$ cat src/rtl/seg7_scan_decoder.sv
// Samples a multiplexed common-cathode 7-segment display. Each digit is
// decoded once its strobe/segment pair has been stable long enough.
// Completed frames are handed out on a valid/ready output.
module seg7_scan_decoder #(
    parameter int NUM_DIGITS    = 4,
    parameter int STABLE_CYCLES = 8
) (
    input  logic                    i_clk,
    input  logic                    i_rst_n,
    input  logic [6:0]              i_segment,
    input  logic [NUM_DIGITS-1:0]   i_digit_en,
    input  logic                    i_ready,
    output logic                    o_valid,
    output logic [4*NUM_DIGITS-1:0] o_value,
    output logic [NUM_DIGITS-1:0]   o_err,
    output logic                    o_overrun
);

    typedef enum logic [1:0] {
        IDLE   = 2'd0,
        SETTLE = 2'd1,
        HELD   = 2'd2
    } state_t;

    localparam logic [7:0] STABLE_LAST = 8'(STABLE_CYCLES);

    // Returns {error, nibble}; unknown patterns give nibble 0 with error set.
    function automatic logic [4:0] decode_seg(input logic [6:0] seg);
        logic [4:0] r;
        case (seg)
            7'h3F: r = 5'h00;  7'h06: r = 5'h01;
            7'h5B: r = 5'h02;  7'h4F: r = 5'h03;
            7'h66: r = 5'h04;  7'h6D: r = 5'h05;
            7'h7D: r = 5'h06;  7'h07: r = 5'h07;
            7'h7F: r = 5'h08;  7'h67: r = 5'h09;
            7'h77: r = 5'h0A;  7'h7C: r = 5'h0B;
            7'h39: r = 5'h0C;  7'h5E: r = 5'h0D;
            7'h79: r = 5'h0E;  7'h71: r = 5'h0F;
            default: r = 5'h10;
        endcase
        return r;
    endfunction

    logic [6:0]              seg_s1_q, seg_s2_q;
    logic [NUM_DIGITS-1:0]   en_s1_q, en_s2_q;
    state_t                  state_q, state_d;
    logic [7:0]              cnt_q, cnt_d;
    logic [6:0]              ref_seg_q, ref_seg_d;
    logic [NUM_DIGITS-1:0]   ref_en_q, ref_en_d;
    logic [4*NUM_DIGITS-1:0] dig_val_q, dig_val_d;
    logic [NUM_DIGITS-1:0]   dig_err_q, dig_err_d;
    logic [NUM_DIGITS-1:0]   mask_q, mask_d;
    logic                    valid_q, valid_d;
    logic [4*NUM_DIGITS-1:0] value_q, value_d;
    logic [NUM_DIGITS-1:0]   err_q, err_d;
    logic                    overrun_q, overrun_d;

    logic       frame_done;
    logic       same;
    logic       onehot;
    logic [4:0] dec;

    assign frame_done = &mask_q;
    assign same       = (seg_s2_q == ref_seg_q) && (en_s2_q == ref_en_q);
    assign onehot     = $onehot(en_s2_q);
    assign dec        = decode_seg(ref_seg_q);

    // Two-flop synchronizers for the asynchronous display pins.
    always_ff @(posedge i_clk or negedge i_rst_n) begin
        if (!i_rst_n) begin
            seg_s1_q <= '0;
            seg_s2_q <= '0;
            en_s1_q  <= '0;
            en_s2_q  <= '0;
        end else begin
            seg_s1_q <= i_segment;
            seg_s2_q <= seg_s1_q;
            en_s1_q  <= i_digit_en;
            en_s2_q  <= en_s1_q;
        end
    end

    // Capture FSM: stability tracking, digit write and mask update.
    always_comb begin
        state_d   = state_q;
        cnt_d     = cnt_q;
        ref_seg_d = ref_seg_q;
        ref_en_d  = ref_en_q;
        dig_val_d = dig_val_q;
        dig_err_d = dig_err_q;
        // A completing frame clears the mask; a capture on the same edge
        // still lands in the fresh mask below.
        mask_d    = frame_done ? '0 : mask_q;
        case (state_q)
            IDLE: begin
                cnt_d = '0;
                if (onehot) begin
                    state_d   = SETTLE;
                    cnt_d     = 8'd1;
                    ref_seg_d = seg_s2_q;
                    ref_en_d  = en_s2_q;
                end
            end
            SETTLE, HELD: begin
                if (!same) begin
                    if (onehot) begin
                        state_d   = SETTLE;
                        cnt_d     = 8'd1;
                        ref_seg_d = seg_s2_q;
                        ref_en_d  = en_s2_q;
                    end else begin
                        state_d = IDLE;
                        cnt_d   = '0;
                    end
                end else if (state_q == SETTLE) begin
                    cnt_d = cnt_q + 8'd1;
                    if (cnt_d == STABLE_LAST) begin
                        state_d = HELD;
                        for (int k = 0; k < NUM_DIGITS; k++) begin
                            if (ref_en_q[k]) begin
                                dig_val_d[4*k +: 4] = dec[3:0];
                                dig_err_d[k]        = dec[4];
                                mask_d[k]           = 1'b1;
                            end
                        end
                    end
                end
            end
            default: begin
                state_d = IDLE;
                cnt_d   = '0;
            end
        endcase
    end

    // Output handshake: load, hold, drop-with-overrun and accept.
    always_comb begin
        valid_d   = valid_q;
        value_d   = value_q;
        err_d     = err_q;
        overrun_d = 1'b0;
        if (frame_done) begin
            if (valid_q && !i_ready) begin
                overrun_d = 1'b1;
            end else begin
                valid_d = 1'b1;
                value_d = dig_val_q;
                err_d   = dig_err_q;
            end
        end else if (valid_q && i_ready) begin
            valid_d = 1'b0;
        end
    end

    // State registers for the capture FSM and the output frame.
    always_ff @(posedge i_clk or negedge i_rst_n) begin
        if (!i_rst_n) begin
            state_q   <= IDLE;
            cnt_q     <= '0;
            ref_seg_q <= '0;
            ref_en_q  <= '0;
            dig_val_q <= '0;
            dig_err_q <= '0;
            mask_q    <= '0;
            valid_q   <= 1'b0;
            value_q   <= '0;
            err_q     <= '0;
            overrun_q <= 1'b0;
        end else begin
            state_q   <= state_d;
            cnt_q     <= cnt_d;
            ref_seg_q <= ref_seg_d;
            ref_en_q  <= ref_en_d;
            dig_val_q <= dig_val_d;
            dig_err_q <= dig_err_d;
            mask_q    <= mask_d;
            valid_q   <= valid_d;
            value_q   <= value_d;
            err_q     <= err_d;
            overrun_q <= overrun_d;
        end
    end

    assign o_valid   = valid_q;
    assign o_value   = value_q;
    assign o_err     = err_q;
    assign o_overrun = overrun_q;

endmodule

$ cat config.mk
export PLATFORM = sky130hd
export DESIGN_NAME = seg7_scan_decoder
export DESIGN_NICKNAME = d
export VERILOG_FILES = /design/src/rtl/seg7_scan_decoder.sv
export SDC_FILE = /design/constraint.sdc
export NUM_CORES = 1
export LEC_CHECK = 0
export ABC_AREA = 0
export CORE_MARGIN = 4
export CORE_UTILIZATION = 30
export CTS_CLUSTER_DIAMETER = 50
export CTS_CLUSTER_SIZE = 28
export DETAILED_ROUTE_END_ITERATION = 8
export GPL_TIMING_DRIVEN = 0
export PLACE_DENSITY = 0.5
export REMOVE_ABC_BUFFERS = 1
export SYNTH_ARGS = -nofsm -noshare
export SYNTH_HDL_FRONTEND = slang
export SYNTH_SLANG_ARGS = --single-unit
$ cat constraint.sdc
create_clock -name i_clk -period 4.4 [get_ports i_clk]
set_input_delay 0.88 -clock i_clk [delete_from_list [all_inputs] [get_ports i_clk]]
set_output_delay 0.88 -clock i_clk [all_outputs]
set_load 0.02 [all_outputs]
==> out/metrics.cfg <==
[run_status]
status=completed

[drt]
viasPerCell=4.61
wl_per_cell_um=13.3
vias=2468
drtAntennaViolNets=0
drt_wl_total_um=7140
drt_pre_antenna_iters=4
drtIter0Drc=104
drcViolationCount=0

[final_layout]
drive_above_1_share=0.218
diodes=0
synthToLayoutAreaGrowth_pct=20.5
multi_input_comb_area_mm2=0.00164
seqCellArea_mm2=0.00223
final_util=0.375
fill_cells=1209
final_net_count=382
finalInstanceArea_mm2=0.00479

[yosys]
synth_top_family_by_area=multiplexers
synth_compound_area_frac=0.0658
syn_inst=327
ys_types=50
synth-edff-count=0
synth_most_common_cell=dfrtp_1
netlist_area_mm2=0.00397
yosys.area_share.adder=0.0271
synth_top_area_cell=dfrtp_1
synth-seq-cells=89
synth_simple_gate_area_frac=0.132
yosys_warnings=0
synth.mux.area_fraction=0.150
ys_seq_area_frac=0.561
yosys-top-cells-area=dfrtp_1 56%, mux2_2 15%, nand2_1 2.5%
synthTopCellsByCount=89 x dfrtp_1, 52 x mux2_2, 26 x nand2_1
synth_area_per_cell_um2=12.1
async_reset_ff_frac=1.00
synthXorXnorAreaFrac=0.0375
yosysTopAreaCellShare=0.561
synth-main-ff-cell=dfrtp_1

[placed_design]
dp_hpwl_um=4910
dp_slack_ns=1.45
placed_area_mm2=0.00451
globalplace.congestion=0.806
io_buffer_count=35

[critical_path]
crit_path_top_delay_cell=o211ai_1
crit_path_end_kind=flop
slowest_delay_ns=0.54
arrival_ns=3.19
crit_chain=inv_1 -> fa_1 -> inv_1 -> ha_1 -> ha_1 -> nor3b_1 -> o211ai_1 -> mux2_2
critPathKind=reg -> reg
required_ns=4.62
worstSetupStartpointType=flop
worstPathMaxFanout=11

[floorplanning]
io_pins=36
core_area_mm2=0.0128
fp.dieArea_mm2=0.0151
die_h_um=123
start_util=0.311
die_width_um=123
num_rows=41

[global_route]
overflow=0
grt_pass1_vias=2456
grt.total_usage=0.103
grt_pass1_wl_um=11900
antenna_found_initial=0
grt_max_degree=47

[power_and_ir_drop]
pwr-share-seq=0.475
power.share.switching=0.310
p_clk_frac=0.327
switchingPower_mw=0.689
internal_power_mw=1.54
power_leakage_nw=2.10
combPwrFrac=0.198
power_density_mw_per_mm2=465
vdd_drop_max_uv=182

[sta]
rsz0062_at_grt=no
setup_violations=0
fmax_ghz=0.337
hold_slack_ns=0.347
fin_ws_ns=1.43
hold_viol=0
min_period_ns=2.97
drv_slew=0
tightest_slew_ns=1.09
fin_skew_ns=0.00550
fin_tns_setup_ns=0
post-route-period-util=0.675
slew_headroom=0.272

[clock_network]
cts-root-buf=clkbuf_16
htree_levels=3
cts.path.max_buffers=2
tritoncts=done
cts_setup_buffers=0
cts_sinks=89
cts_resized=0
holdBufCountCts=0
cts_buffers=9
clk_pin_slew_worst_paths_ns=0.06
clk_latency_ns=0.34

[flow_run]
maxCapViolCount=0

[hold_path]
hold_path.class=reg -> reg

-- power by group through the flow --
| stage | Clock [mW] | Combinational [mW] | Sequential (mW) |
|---|---|---|---|
| finish | 0.727 | 0.441 | 1.06 |
| global route | 0.791 | 0.500 | 1.08 |
| CTS | 0.756 | 0.448 | 1.06 |
| detailed placement | 0 | 0.446 | 1.07 |
| global placement | 0 | 0.435 | 1.06 |
| floorplan | 0 | 0.350 | 1.02 |
-- final timing paths --
path / startpoint / slack, ns / to / depth (start not counted)
max: en_s2_q[0]$_DFF_PN0_ / 1.43 / ref_seg_q[3]$_DFFE_PN0P_ / 8
min: seg_s1_q[2]$_DFF_PN0_ / 0.35 / seg_s2_q[2]$_DFF_PN0_ / 0
max reg2reg: en_s2_q[0]$_DFF_PN0_ / 1.43 / ref_seg_q[3]$_DFFE_PN0P_ / 8
min reg2reg: seg_s1_q[2]$_DFF_PN0_ / 0.35 / seg_s2_q[2]$_DFF_PN0_ / 0
max in group asynchronous: i_rst_n / 3.25 / o_value[11]$_DFFE_PN0P_ / 2
min in group asynchronous: i_rst_n / 0.54 / cnt_q[7]$_DFFE_PN0P_ / 1
-- state kept, by name (all words and copies together), names as in the netlist --
signal / count
ref_seg_q: 7
mask_q: 4
en_s2_q: 4
dig_err_q: 4
o_valid: 1
cnt_q: 8
seg_s1_q: 7
en_s1_q: 4
o_overrun: 1
state_q: 2
seg_s2_q: 7
o_err: 4
ref_en_q: 4
dig_val_q: 16
o_value: 16
-- cells in the final DEF, fill, tap and decap left out, types with 6 or more instances in the layout --
master            n
dfrtp_1          89
inv_1             9
nand4_1           6
o21ai_0          12
clkdlybuf4s50_1  34
xnor2_1           9
nand2_1          26
a21oi_1           9
nor2_1           22
nand2b_1          7
xor2_1            8
ha_1              7
clkbuf_16         9
mux2_2           52
-- layout make-up --
type,instances,area share
flip-flops and latches,89,0.465
multi-input cells,213,0.343
repair buffers,37,0.0815
clock buffers,11,0.0486
well taps,172,0.0450
clock inverters,3,0.00915
inverters,10,0.00784
-- logic make-up (layout without fill, tap and decap cells) --
group           Yosys count  count (layout)
simple gates             94              94
flops                    89              89
mux                      53              53
compound gates           41              41
buf+inv                  25              61
xor+xnor                 17              17
fa+ha+maj                 8               8
-- stage by stage --
stage / instances / power (mW)
floorplan: 312 / 1.37
global placement: 519 / 1.50
detailed placement: 521 / 1.52
CTS: 535 / 2.26
global route: 535 / 2.37
finish: 535 / 2.23
-- layer usage --
layer  routed length (um)  share of wire  vias to the layer above  GRT usage
li1                     -              -                     1216          -
met1                 3470           0.49                     1201      0.132
met2                 3190           0.45                       41      0.155
met3                  316          0.044                       10     0.0348
met4                  167          0.023                        0     0.0554
met5                    0              0                        -          0
-- worst max-delay path, delay by kind of cell, from the launching register on --
family	cells	cell delay, ns
buffers and inverters	2	0.11
AND/OR/NAND/NOR	1	0.41
multiplexers	1	0.44
AO/OA/AOI/OAI	1	0.54
flip-flops	1	0.38
adder cells (fa/ha/maj)	3	0.97
(Power assumes the default switching activity.)
